**src/rtl/tbp_pkg.sv**
```systemverilog
// tbp_pkg: shared opcodes, FSM states and status flag layout for the
// time_based_processor block and its ALU.
package tbp_pkg;

  // Operation codes, sampled together with operand A
  localparam logic [2:0] OP_NOP   = 3'd0;
  localparam logic [2:0] OP_ADD   = 3'd1;
  localparam logic [2:0] OP_SUB   = 3'd2;
  localparam logic [2:0] OP_MUL   = 3'd3;
  localparam logic [2:0] OP_SHIFT = 3'd4;
  localparam logic [2:0] OP_FILT  = 3'd5;
  localparam logic [2:0] OP_INV   = 3'd6;
  localparam logic [2:0] OP_CMP   = 3'd7;

  // Bit positions inside status_flags
  localparam int unsigned FLG_ZERO   = 0;
  localparam int unsigned FLG_CARRY  = 1;
  localparam int unsigned FLG_BORROW = 2;
  localparam int unsigned FLG_ERR    = 3;

  // Flag word presented when operand B never arrives
  localparam logic [3:0] FLAGS_ERR = 4'b1000;

  typedef enum logic [1:0] {
    IDLE   = 2'd0,
    WAIT_B = 2'd1,
    EXEC   = 2'd2,
    DONE   = 2'd3
  } state_t;

  // Unary operations (NOP, INVERT) complete on the operand A beat
  function automatic logic needs_b(input logic [2:0] op);
    return !((op == OP_NOP) || (op == OP_INV));
  endfunction

endpackage

```
**src/rtl/tbp_alu.sv**
```systemverilog
// tbp_alu: purely combinational 8-bit operand ALU producing a 16-bit result
// and the zero / carry / borrow flags. The error flag is never set here.
module tbp_alu
  import tbp_pkg::*;
(
  input  logic [2:0]  op,
  input  logic [7:0]  a,
  input  logic [7:0]  b,
  output logic [15:0] result,
  output logic [3:0]  flags
);

  logic [8:0]  sum;
  logic [15:0] prod;
  logic [7:0]  lost_mask;

  // Shared arithmetic terms used by several operations
  always_comb begin
    sum       = {1'b0, a} + {1'b0, b};
    prod      = {8'h00, a} * {8'h00, b};
    // Bits of A that fall off the bottom of a right shift by b[2:0]
    lost_mask = ~(8'hFF << b[2:0]);
  end

  // Operation select and flag generation
  always_comb begin
    result = '0;
    flags  = '0;
    case (op)
      OP_NOP: result = {8'h00, a};
      OP_ADD: begin
        result           = {7'b0, sum};
        flags[FLG_CARRY] = sum[8];
      end
      OP_SUB: begin
        // 16-bit subtraction of zero-extended operands yields the
        // sign-extended two's complement difference directly
        result            = {8'h00, a} - {8'h00, b};
        flags[FLG_BORROW] = (a < b);
      end
      OP_MUL: begin
        result           = prod;
        flags[FLG_CARRY] = |prod[15:8];
      end
      OP_SHIFT: begin
        if (b[3]) begin
          result           = {8'h00, a >> b[2:0]};
          flags[FLG_CARRY] = |(a & lost_mask);
        end else begin
          result = {8'h00, a} << b[2:0];
        end
      end
      OP_FILT: result = {8'h00, sum[8:1]};
      OP_INV:  result = {8'h00, ~a};
      OP_CMP: begin
        if (a > b) begin
          result = 16'h0001;
        end else if (a < b) begin
          result            = 16'h0002;
          flags[FLG_BORROW] = 1'b1;
        end else begin
          result = 16'h0004;
        end
      end
      default: result = '0;
    endcase
    flags[FLG_ZERO] = (result == 16'h0000);
  end

endmodule

```
**src/rtl/time_based_processor.sv**
```systemverilog
// time_based_processor: byte-serial operand processor. Operand A and the
// opcode arrive on one data_valid beat, operand B (binary ops only) on a
// later beat; the result appears EXEC_CYCLES+1 edges after the final
// operand is captured and is held, with data_ready high, until the next
// operation starts.
// Optional feature: define TBP_TIMEOUT_EN to abandon an operation whose
// operand B does not arrive within TIMEOUT_CYCLES cycles (error flag set).
module time_based_processor
  import tbp_pkg::*;
#(
  parameter int unsigned EXEC_CYCLES    = 2,
  parameter int unsigned TIMEOUT_CYCLES = 16
) (
  input  logic        clk,
  input  logic        rst,
  input  logic [7:0]  data_in,
  input  logic [2:0]  opcode,
  input  logic        data_valid,
  output logic [15:0] data_out,
  output logic        data_ready,
  output logic [3:0]  status_flags
);

  localparam int unsigned CNT_MAX = (EXEC_CYCLES > TIMEOUT_CYCLES) ? EXEC_CYCLES : TIMEOUT_CYCLES;
  localparam int unsigned CW      = $clog2(CNT_MAX + 1);
  localparam logic [CW-1:0] EXEC_LAST = CW'(EXEC_CYCLES);
`ifdef TBP_TIMEOUT_EN
  localparam logic [CW-1:0] WAIT_LAST = CW'(TIMEOUT_CYCLES - 1);
`endif

  state_t         state;
  state_t         next_state;
  logic [CW-1:0]  cnt;
  logic [7:0]     a_reg;
  logic [7:0]     b_reg;
  logic [2:0]     op_reg;
  logic [15:0]    alu_result;
  logic [3:0]     alu_flags;

  logic           load_a;
  logic           load_b;
  logic           load_res;
  logic           load_err;
  logic           cnt_clr;

  tbp_alu u_alu (
    .op     (op_reg),
    .a      (a_reg),
    .b      (b_reg),
    .result (alu_result),
    .flags  (alu_flags)
  );

  // State register
  always_ff @(posedge clk or posedge rst) begin
    if (rst) begin
      state <= IDLE;
    end else begin
      state <= next_state;
    end
  end

  // Next-state and datapath load strobes; cnt restarts on every state entry
  always_comb begin
    next_state = state;
    load_a     = 1'b0;
    load_b     = 1'b0;
    load_res   = 1'b0;
    load_err   = 1'b0;
    cnt_clr    = 1'b1;
    case (state)
      IDLE, DONE: begin
        if (data_valid) begin
          load_a     = 1'b1;
          next_state = needs_b(opcode) ? WAIT_B : EXEC;
        end
      end
      WAIT_B: begin
        if (data_valid) begin
          load_b     = 1'b1;
          next_state = EXEC;
        end
`ifdef TBP_TIMEOUT_EN
        else if (cnt == WAIT_LAST) begin
          load_err   = 1'b1;
          next_state = DONE;
        end else begin
          cnt_clr = 1'b0;
        end
`endif
      end
      EXEC: begin
        // cnt runs 0..EXEC_CYCLES, so the result register loads on the
        // (EXEC_CYCLES+1)th edge after the final operand capture
        if (cnt == EXEC_LAST) begin
          load_res   = 1'b1;
          next_state = DONE;
        end else begin
          cnt_clr = 1'b0;
        end
      end
      default: next_state = IDLE;
    endcase
  end

  // Operand capture, cycle counter and registered result/flags
  always_ff @(posedge clk or posedge rst) begin
    if (rst) begin
      cnt          <= '0;
      a_reg        <= '0;
      b_reg        <= '0;
      op_reg       <= '0;
      data_out     <= '0;
      status_flags <= '0;
    end else begin
      cnt <= cnt_clr ? '0 : cnt + 1'b1;
      if (load_a) begin
        a_reg  <= data_in;
        op_reg <= opcode;
        b_reg  <= '0;
      end
      if (load_b) begin
        b_reg <= data_in;
      end
      if (load_res) begin
        data_out     <= alu_result;
        status_flags <= alu_flags;
      end
      if (load_err) begin
        data_out     <= '0;
        status_flags <= FLAGS_ERR;
      end
    end
  end

  // Result is valid exactly while parked in DONE
  always_comb begin
    data_ready = (state == DONE);
  end

endmodule

```
**config.mk**
```make
export PLATFORM = sky130hd
export DESIGN_NAME = time_based_processor
export DESIGN_NICKNAME = d
export VERILOG_FILES = /design/src/rtl/tbp_pkg.sv /design/src/rtl/tbp_alu.sv /design/src/rtl/time_based_processor.sv
export SDC_FILE = /design/constraint.sdc
export NUM_CORES = 1
export LEC_CHECK = 0
export CAP_MARGIN = 20
export CORE_MARGIN = 4
export CORE_UTILIZATION = 56
export DETAILED_ROUTE_END_ITERATION = 16
export PLACE_DENSITY = 0.79
export SETUP_SLACK_MARGIN = 0.4
export SLEW_MARGIN = 25
export SYNTH_ARGS = -nofsm -noshare
export SYNTH_HDL_FRONTEND = slang
export SYNTH_SLANG_ARGS = --single-unit
```
**constraint.sdc**
```tcl
create_clock -name clk -period 4.9 [get_ports clk]
set_input_delay 0.98 -clock clk [delete_from_list [all_inputs] [get_ports clk]]
set_output_delay 0.98 -clock clk [all_outputs]
set_load 0.03 [all_outputs]
```
==> flow_metrics.tcl <==
set metrics [dict create \
    synthArstFlopShare_pct 100 \
    grt_pass1_wl_um 29900 \
    hold_start "data_out[2]" \
    track_usage_pct 29.8 \
    clkSinkCount 45 \
    antenna_found_initial 0 \
    ff2ff_path_depth 16 \
    clk_latency_ns 0.30 \
    yosys_warnings 0 \
    tightest_slew_ns 1.03 \
    critPathLaunchType "flop" \
    r2r-start "b_reg[4]" \
    rows 37 \
    layout_commonest_cell "inv_1" \
    slew_viol_final 0 \
    fin_crit_ns 4.71 \
    cts_buffers 5 \
    fin_skew_ns 0.00766 \
    coreArea_um2 10400 \
    dpl_cell_area_um2 6630 \
    mostFrequentLayoutCells "65 x inv_1, 60 x nand2_1, 51 x ha_1" \
    grt_pass1_vias 5644 \
    drc 0 \
    whs_endpoint "data_out[2]" \
    min_path_type "reg2reg" \
    overflow 0 \
    max_freq_ghz 0.212 \
    syn-cell-area_um2 5990 \
    die_w_um 111 \
    ios 35 \
    synthesis.instances 697 \
    final_area_um2 7010 \
    hold_violations 0 \
    rsz0062_at_grt "true" \
    h-tree-depth 2 \
    path_class "reg2reg" \
    firstDrtPassIters 5 \
    cts_tree "built" \
    synth_cell_type_count 77 \
    die_h_um 111 \
    start_util_pct 57.7 \
    slew_headroom_pct 30.4 \
    rr_endpoint "status_flags[0]" \
    synth-seq-cells 45 \
    path_clk_slew_ns 0.09 \
    max_cap_violations 0 \
    setup_violations 0 \
    drtIter0Drc 448 \
    crit_path_end_kind "flop" \
    finalWirelength_um 18400 \
    cts_buffer_depth 2 \
    num_antenna_cells 0 \
    crit_fanout 7 \
    ys_seq_area_share_pct 18.8 \
    synthToLayoutAreaGrowth_pct 17.1 \
    dieArea_um2 12400 \
    crit_arrival_ns 4.95 \
    outcome "finished clean" \
    synth_edf_count 0 \
    final_nets 852 \
    synth_top_area_cell "dfrtp_1" \
    finalCritPeriodShare_pct 96.2 \
    ys.flop_type "dfrtp_1" \
    port_buffers 33 \
    grt_max_degree 46 \
    vias_per_cell 6.20 \
    wire_per_inst_um 20.9 \
    hpwl_um 14600 \
    final_antenna_net_count 0 \
    synthesis.nets 807 \
    avgSynthCellArea_um2 8.59 \
    synth_top_area_share_pct 18.8 \
    crit_required_ns 5.13 \
    fill_cells 886 \
    largest_register_ffs 16 \
    finalWeightedCongestion 0.969 \
    drive_gt1_share_pct 18.8 \
    hold_depth 2 \
    cts-root-buf "clkbuf_8" \
    r2r_slack_ns 0.19 \
    yosys-top-cells-area "dfrtp_1 19%, fa_1 13%, ha_1 12%" \
    vias 5454 \
]
cells in the mapped netlist, types with 3 or more instances:
| cell | n |
|---|---|
| nand2_1 | 62 |
| a211oi_1 | 10 |
| a211oi_2 | 3 |
| a221oi_1 | 4 |
| dfrtp_1 | 45 |
| or2_2 | 4 |
| fa_1 | 38 |
| a22o_1 | 8 |
| xor2_1 | 9 |
| nand3_1 | 15 |
| o211ai_2 | 3 |
| a21oi_1 | 15 |
| nor2_1 | 49 |
| buf_4 | 5 |
| a2bb2oi_1 | 3 |
| o2111ai_1 | 5 |
| clkinv_1 | 3 |
| o211ai_1 | 11 |
| clkbuf_1 | 19 |
| o21a_1 | 5 |
| o31ai_1 | 6 |
| inv_1 | 71 |
| a21o_1 | 8 |
| nand2b_1 | 6 |
| buf_2 | 10 |
| or3_1 | 6 |
| o21ai_0 | 33 |
| nor2b_1 | 11 |
| and2_1 | 38 |
| o21ai_1 | 11 |
| xnor2_1 | 12 |
| a31oi_1 | 5 |
| o22ai_1 | 5 |
| nand4_1 | 5 |
| ha_1 | 58 |
| mux4_2 | 5 |
| mux2_2 | 15 |
| o21bai_1 | 3 |
| mux2i_1 | 9 |
| nor3_1 | 12 |
| and3_1 | 6 |
worst max path at each step:
| stage | depth (start not counted) | startpoint | to | slack (ns) |
|---|---|---|---|---|
| after floorplan | 19 | b_reg[2] | status_flags[0] | 0.27 |
| final | 16 | b_reg[4] | status_flags[0] | 0.19 |
| after global placement | 18 | b_reg[3] | status_flags[0] | -0.06 |
| after global routing | 17 | b_reg[3] | status_flags[0] | -0.03 |
| after detailed placement | 18 | b_reg[3] | status_flags[0] | -0.14 |
| after CTS | 16 | b_reg[3] | status_flags[0] | 0.19 |
cell type report:
| cell class | count | area (µm²) | area share [%] |
|---|---|---|---|
| well taps | 136 | 170 | 2.43 |
| repair buffers | 75 | 666 | 9.49 |
| flip-flops and latches | 45 | 1140 | 16.2 |
| inverters | 76 | 288 | 4.10 |
| multi-input cells | 539 | 4630 | 66.0 |
| clock inverters | 2 | 37.5 | 0.535 |
| clock buffers | 6 | 82.6 | 1.18 |
worst max-delay path, stage by stage, from the launching register on:
cell and delay (ns):
dfrtp_2 0.48, ha_4 0.19, fa_1 0.55, fa_1 0.44, fa_1 0.51, inv_2 0.04, fa_1 0.54, inv_2 0.05
ha_4 0.17, nor3_4 0.23, o211a_1 0.24, a2111oi_1 0.09, a211oi_2 0.31, o2111ai_2 0.20, a2111oi_4 0.24, nand4_1 0.19
o21ai_1 0.16
per-layer routing:
layer	global-route usage [%]	part of all wire [%]
met3	5.22	7.7
met1	40.1	42
met2	48.5	46
met4	10.9	3.6
met5	0	0
kinds of logic after synthesis:
logic type,Yosys count,synth area share (%)
simple gates,224,18.5
compound gates,166,20.1
buf+inv,113,7.86
fa+ha+maj,97,25.0
flops,45,18.8
mux,30,6.64
xor+xnor,21,3.07
other cells,1,0.0626
timing repair:
item                                    in CTS  in global routing
setup buffers                                9                  4
hold buffers                                 0                  0
pin swaps                                   18                  9
endpoints found under the setup margin       3                  6
gates resized for setup                     25                 15
gates cloned                                 0                  0
endpoints found under the hold margin        0                  0
per-stage QoR:
stage / std cells / utilization (%) / setup TNS (ns) / hold slack (ns) / setup slack [ns]
detailed placement: 858 / 63.9 / -0.136 / 0.470 / -0.136
floorplan: 697 / - / 0 / 0.454 / 0.267
finish: 879 / 67.6 / 0 / 0.482 / 0.185
global route: 879 / 67.6 / -0.0264 / 0.500 / -0.0264
CTS: 875 / 66.7 / 0 / 0.489 / 0.188
global placement: 858 / 63.9 / -0.0592 / 0.462 / -0.0592
Power is left out: the tool's default activity adds up to more than one toggle a clock period on the data nets, which glitch-free logic cannot reach.
